`config.mk`:
```
export PLATFORM = sky130hd
export DESIGN_NAME = matmul_stream
export DESIGN_NICKNAME = d
export VERILOG_FILES = /design/src/rtl/matmul_pkg.sv /design/src/rtl/mac_unit.sv /design/src/rtl/matmul_stream.sv
export SDC_FILE = /design/constraint.sdc
export NUM_CORES = 1
export LEC_CHECK = 0
export CELL_PAD_IN_SITES_DETAIL_PLACEMENT = 0
export CELL_PAD_IN_SITES_GLOBAL_PLACEMENT = 1
export CORE_MARGIN = 3
export CORE_UTILIZATION = 53
export CTS_BUF_LIST = sky130_fd_sc_hd__clkbuf_8
export CTS_CLUSTER_SIZE = 24
export DETAILED_ROUTE_END_ITERATION = 6
export PLACE_DENSITY = 0.9
export SLEW_MARGIN = 20
export SYNTH_ARGS = -nofsm -noshare
export SYNTH_HDL_FRONTEND = slang
export SYNTH_SLANG_ARGS = --single-unit
```
`constraint.sdc`:
```
create_clock -name clk -period 10.5 [get_ports clk]
set_input_delay 1.575 -clock clk [delete_from_list [all_inputs] [get_ports clk]]
set_output_delay 1.575 -clock clk [all_outputs]
set_load 0.02 [all_outputs]
```
`src/rtl/matmul_pkg.sv`:
```
// rtl/matmul_pkg.sv - shared state encoding, default dimensions and index-width helper
package matmul_pkg;

   localparam int DEF_DW = 8;
   localparam int DEF_M  = 3;
   localparam int DEF_K  = 4;
   localparam int DEF_N  = 3;

   typedef enum logic [2:0] {
      IDLE    = 3'd0,
      LOAD_A  = 3'd1,
      LOAD_B  = 3'd2,
      COMPUTE = 3'd3,
      OUTPUT  = 3'd4,
      FINISH  = 3'd5
   } state_t;

   // Index registers keep at least one bit so single-entry dimensions still have a counter.
   function automatic int idx_w(input int n);
      return (n > 1) ? $clog2(n) : 1;
   endfunction

endpackage

```
`src/rtl/mac_unit.sv`:
```
// rtl/mac_unit.sv - signed/unsigned multiply-accumulate with clear and enable
module mac_unit #(
   parameter int DW = 8,
   parameter int AW = 18
) (
   input  logic          clk,
   input  logic          reset,
   input  logic          clear,
   input  logic          en,
   input  logic          mode_signed,
   input  logic [DW-1:0] a,
   input  logic [DW-1:0] b,
   output logic [AW-1:0] acc
);

   logic [2*DW-1:0] a_ext;
   logic [2*DW-1:0] b_ext;
   logic [2*DW-1:0] prod;
   logic [AW-1:0]   prod_ext;

   // Extending both operands to 2*DW before a same-width multiply gives the exact
   // signed or unsigned product in the low 2*DW bits with one multiplier.
   always_comb begin
      a_ext = mode_signed ? {{DW{a[DW-1]}}, a} : {{DW{1'b0}}, a};
      b_ext = mode_signed ? {{DW{b[DW-1]}}, b} : {{DW{1'b0}}, b};
      prod  = a_ext * b_ext;
   end

   generate
      if (AW > 2*DW) begin : g_extend
         assign prod_ext = {{(AW-2*DW){mode_signed & prod[2*DW-1]}}, prod};
      end else begin : g_fit
         assign prod_ext = prod[AW-1:0];
      end
   endgenerate

   // Accumulate modulo 2^AW; clear wins over enable so a new element always starts at zero.
   always_ff @(posedge clk) begin
      if (reset || clear) begin
         acc <= '0;
      end else if (en) begin
         acc <= acc + prod_ext;
      end
   end

endmodule

```
`src/rtl/matmul_stream.sv`:
```
// rtl/matmul_stream.sv - streaming matrix multiplier C = A x B with handshaked input and output
module matmul_stream
   import matmul_pkg::*;
#(
   parameter int DW = DEF_DW,
   parameter int M  = DEF_M,
   parameter int K  = DEF_K,
   parameter int N  = DEF_N,
   parameter int AW = 2*DW + $clog2(K)
) (
   input  logic          clk,
   input  logic          reset,
   input  logic          start,
   input  logic          mode_signed,
   input  logic          in_valid,
   input  logic [DW-1:0] data_in,
   output logic          in_ready,
   output logic          out_valid,
   output logic [AW-1:0] data_out,
   input  logic          out_ready,
   output logic          busy,
   output logic          done
);

   localparam int IW = idx_w(M);
   localparam int KW = idx_w(K);
   localparam int JW = idx_w(N);

   localparam logic [IW-1:0] I_LAST = IW'(M-1);
   localparam logic [KW-1:0] K_LAST = KW'(K-1);
   localparam logic [JW-1:0] J_LAST = JW'(N-1);

   state_t state;
   state_t state_next;

   logic [IW-1:0] i;
   logic [KW-1:0] k;
   logic [JW-1:0] j;
   logic          mode_q;
   logic          i_last;
   logic          k_last;
   logic          j_last;
   logic          mac_clear;
   logic          mac_en;
   logic [AW-1:0] acc;

   logic [DW-1:0] a_mem [M][K];
   logic [DW-1:0] b_mem [K][N];

   // The same (i,k,j) counters address A and B during loading and walk the MAC during compute.
   always_comb begin
      i_last = (i == I_LAST);
      k_last = (k == K_LAST);
      j_last = (j == J_LAST);
   end

   // State register.
   always_ff @(posedge clk) begin
      if (reset) begin
         state <= IDLE;
      end else begin
         state <= state_next;
      end
   end

   // Next-state and Moore outputs; accumulator clears on every transition into COMPUTE.
   always_comb begin
      state_next = state;
      in_ready   = 1'b0;
      out_valid  = 1'b0;
      busy       = 1'b1;
      done       = 1'b0;
      mac_clear  = 1'b0;
      mac_en     = 1'b0;
      case (state)
         IDLE: begin
            busy = 1'b0;
            if (start) state_next = LOAD_A;
         end
         LOAD_A: begin
            in_ready = 1'b1;
            if (in_valid && i_last && k_last) state_next = LOAD_B;
         end
         LOAD_B: begin
            in_ready = 1'b1;
            if (in_valid && k_last && j_last) begin
               state_next = COMPUTE;
               mac_clear  = 1'b1;
            end
         end
         COMPUTE: begin
            mac_en = 1'b1;
            if (k_last) state_next = OUTPUT;
         end
         OUTPUT: begin
            out_valid = 1'b1;
            if (out_ready) begin
               if (i_last && j_last) begin
                  state_next = FINISH;
               end else begin
                  state_next = COMPUTE;
                  mac_clear  = 1'b1;
               end
            end
         end
         FINISH: begin
            done       = 1'b1;
            state_next = IDLE;
         end
         default: state_next = IDLE;
      endcase
   end

   // Index and mode bookkeeping; loads advance only on accepted elements, outputs on accepted results.
   always_ff @(posedge clk) begin
      if (reset) begin
         i      <= '0;
         k      <= '0;
         j      <= '0;
         mode_q <= 1'b0;
      end else begin
         case (state)
            IDLE: begin
               if (start) begin
                  mode_q <= mode_signed;
                  i      <= '0;
                  k      <= '0;
                  j      <= '0;
               end
            end
            LOAD_A: begin
               if (in_valid) begin
                  if (k_last) begin
                     k <= '0;
                     i <= i_last ? '0 : i + 1'b1;
                  end else begin
                     k <= k + 1'b1;
                  end
               end
            end
            LOAD_B: begin
               if (in_valid) begin
                  if (j_last) begin
                     j <= '0;
                     k <= k_last ? '0 : k + 1'b1;
                  end else begin
                     j <= j + 1'b1;
                  end
               end
            end
            COMPUTE: begin
               k <= k_last ? '0 : k + 1'b1;
            end
            OUTPUT: begin
               if (out_ready) begin
                  if (j_last) begin
                     j <= '0;
                     i <= i_last ? '0 : i + 1'b1;
                  end else begin
                     j <= j + 1'b1;
                  end
               end
            end
            default: ;
         endcase
      end
   end

   // Operand storage; no reset needed since every entry is written before it is read.
   always_ff @(posedge clk) begin
      if (!reset && state == LOAD_A && in_valid) a_mem[i][k] <= data_in;
      if (!reset && state == LOAD_B && in_valid) b_mem[k][j] <= data_in;
   end

   mac_unit #(
      .DW (DW),
      .AW (AW)
   ) u_mac (
      .clk         (clk),
      .reset       (reset),
      .clear       (mac_clear),
      .en          (mac_en),
      .mode_signed (mode_q),
      .a           (a_mem[i][k]),
      .b           (b_mem[k][j]),
      .acc         (acc)
   );

   assign data_out = (state == OUTPUT) ? acc : '0;

endmodule

```
==> impl_results.md <==
* Status: completed
* Vias in the first global route at 8719
* Most frequent CP cell: fa_1
* Tcrit/Tclk final at 0.853
* Ant. Diodes at 0
* Fraction of registers with async set/reset at 0
* IO Port Bufs at 35
* Post-synth EDFFs at 192
* CP Class: flip-flop to flip-flop
* Crit path launch type: flip-flop
* Synth Flop Type: edfxtp_1
* Critical path required time at 10.97 ns
* Relative slew slack at 0.320
* H-Tree Depth at 2
* Period minus WS final at 8.96 ns
* Placer Congestion at 0.870
* Routed length per instance at 18.7 um
* CP Max Fanout at 14
* Number of gates resized after CTS at 0
* Num ports at 36
* Initial core utilization at 0.545
* Area of the core at 24600 um2
* Clk slew on worst S/H paths at 0.06 ns
* Share of layout cells above drive strength 1 at 0.108
* Clock skew at 0.0385 ns
* HP Class: flip-flop to flip-flop
* First-pass GRT wire length at 45300 um
* Post-CTS setup buffers at 0
* Highest-count cells in the layout ignoring fill and taps: edfxtp_1, inv_1, nor2_1
* Distinct cell type count after synthesis at 63
* Worst skew pair latency at 0.53 ns
* Mapped Nets at 1237
* Slowest CP cell: dfxtp_1
* Clock Tree Buf Depth at 3
* RSZ-0062 raised after global routing: false
* CP Data Arrival Time at 9.43 ns
* Pin count of the biggest net entering global routing at 31
* Cells after synthesis at 1078
* Worst-Margin Slew at 0.991 ns
* Clk sinks at 224
* Cell Rows at 57
* Mapped Area at 13400 um2
* Critical path's largest stage delay at 0.80 ns
* Chip height at 165 um
* F_max at 112 MHz
* MaxCap Viol Count at 0
* DR vias/cell at 5.54
* Crit end category: flip-flop
* Cts bufs inserted at 37
* Antenna violations before repair at 0
* Die Width at 165 um
* Setup TNS Final at 0 ns
* CTS tree: yes
* Sequential area share after synthesis at 0.478
* Synthesized area per cell at 12.4 um2
* Via count at 8140
* Synth warnings at 0
* Nets at 1277
* Drt total wl at 27500 um
* Root Buffer: clkbuf_8
* P&R area growth vs syn at 9.81%
* Post-DP HPWL at 19800 um
* Commonest non-fill, non-tap cell in the layout: edfxtp_1
* Drt drc at 0
* Number of fillers in the final layout at 1938
* DRT iter0 DRCs at 650
* Die area at 27200 um2
* Hold buffers post-CTS at 0
* Total gr overflow at 0
* Final setup violation count at 0
* Routed Antenna Nets at 0
* Max-slew violation count at 0
* GRT Util Overall at 0.214
* #FFs+latches synth at 224
* Drt pass-1 iters at 5
* Hold Violations, Final at 0
## cells by family after synthesis
logic type | after synthesis | synth area share
AOI/OAI and AO/OA | 124 | 0.0584
adders and majority gates | 145 | 0.175
DFF | 224 | 0.478
muxes | 88 | 0.104
and+or+nand+nor | 280 | 0.102
buffers and inverters | 169 | 0.0502
xor gates and xnor gates | 48 | 0.0329
## worst max-delay path: cells and delay by family, from the launching register on
family	cells	cell delay [ns]
fa+ha+maj	8	3.68
compound gates	6	1.66
simple gates	6	1.22
flops	1	0.80
mux	2	0.74
buf+inv	6	0.69
xor+xnor	1	0.10
## metal layers
| metal | global-route usage | share of wire |
|---|---|---|
| met5 | 0 | 0 |
| met4 | 0.0717 | 0.031 |
| met3 | 0.0384 | 0.055 |
| met2 | 0.373 | 0.50 |
| met1 | 0.270 | 0.41 |
## registers in the layout (all words and copies together), names as in the netlist, named ones only
signal	cells
mode_q	1
a_mem	96
u_mac.acc	18
k	2
i	2
j	2
b_mem	96
state	3
## per-stage QoR
step	setup slack, ns	hold WS, ns	cell area [um2]	util	std cells
2_1_floorplan	2.16	0.445	13400	-	1078
3_3_place_gp	1.68	0.461	14000	0.570	1403
3_5_place_dp	1.55	0.468	14000	0.570	1403
4_1_cts	1.50	0.472	14700	0.598	1469
5_1_grt	0.843	0.498	14700	0.599	1469
6_report	1.54	0.472	14700	0.599	1469
## Yosys cell counts (2+ instances only)
cell | number | area share
edfxtp_1 | 192 | 0.43
inv_1 | 128 | 0.036
nor2_1 | 107 | 0.030
ha_1 | 74 | 0.069
fa_1 | 71 | 0.11
a21oi_1 | 50 | 0.019
nand2_1 | 49 | 0.014
and2_1 | 45 | 0.021
mux4_2 | 36 | 0.060
xnor2_1 | 34 | 0.022
dfxtp_1 | 32 | 0.048
clkbuf_1 | 29 | 0.0081
mux2i_1 | 27 | 0.020
o21ai_0 | 18 | 0.0067
nand2b_1 | 15 | 0.0070
mux2_1 | 12 | 0.010
xor2_1 | 12 | 0.0078
nor2b_1 | 11 | 0.0051
nor3_1 | 11 | 0.0041
or2_2 | 10 | 0.0047
a21o_1 | 9 | 0.0050
mux2_2 | 8 | 0.0067
and3_1 | 7 | 0.0033
nand3_1 | 7 | 0.0026
a211oi_1 | 6 | 0.0034
nor3b_1 | 6 | 0.0034
o21bai_1 | 6 | 0.0034
nand3b_1 | 5 | 0.0028
o211ai_1 | 5 | 0.0028
o21a_1 | 5 | 0.0028
buf_2 | 4 | 0.0015
a22oi_1 | 3 | 0.0017
a31oi_1 | 3 | 0.0014
o2111ai_1 | 3 | 0.0020
a311oi_1 | 2 | 0.0013
buf_4 | 2 | 0.0011
buf_6 | 2 | 0.0017
inv_2 | 2 | 0.00056
mux2_4 | 2 | 0.0022
mux2i_4 | 2 | 0.0034
nand4_1 | 2 | 0.00093
o21ba_2 | 2 | 0.0015
o22ai_1 | 2 | 0.00093
## cell type report
cell class / count / area [um2] / area share
Clock buffer: 38 / 523 / 0.0355
Clock inverter: 28 / 180 / 0.0122
Inverter: 130 / 488 / 0.0331
Multi-Input combinational cell: 685 / 6330 / 0.430
Sequential cell: 224 / 6410 / 0.435
Tap cell: 324 / 405 / 0.0275
Timing Repair Buffer: 40 / 388 / 0.0263
## worst paths after layout
path / from / to / slack [ns] / cells after the start
worst max-delay path: flip-flop / u_mac.acc[17]$_SDFFE_PP0P_ / 1.54 / 29
worst min-delay path: u_mac.acc[7]$_SDFFE_PP0P_ / u_mac.acc[7]$_SDFFE_PP0P_ / 0.47 / 2
worst max register to register: flip-flop / u_mac.acc[17]$_SDFFE_PP0P_ / 1.54 / 29
worst min register to register: u_mac.acc[7]$_SDFFE_PP0P_ / u_mac.acc[7]$_SDFFE_PP0P_ / 0.47 / 2
Power is not shown: default switching activity piles up to over one toggle a cycle in this logic, so the estimate is an artifact.
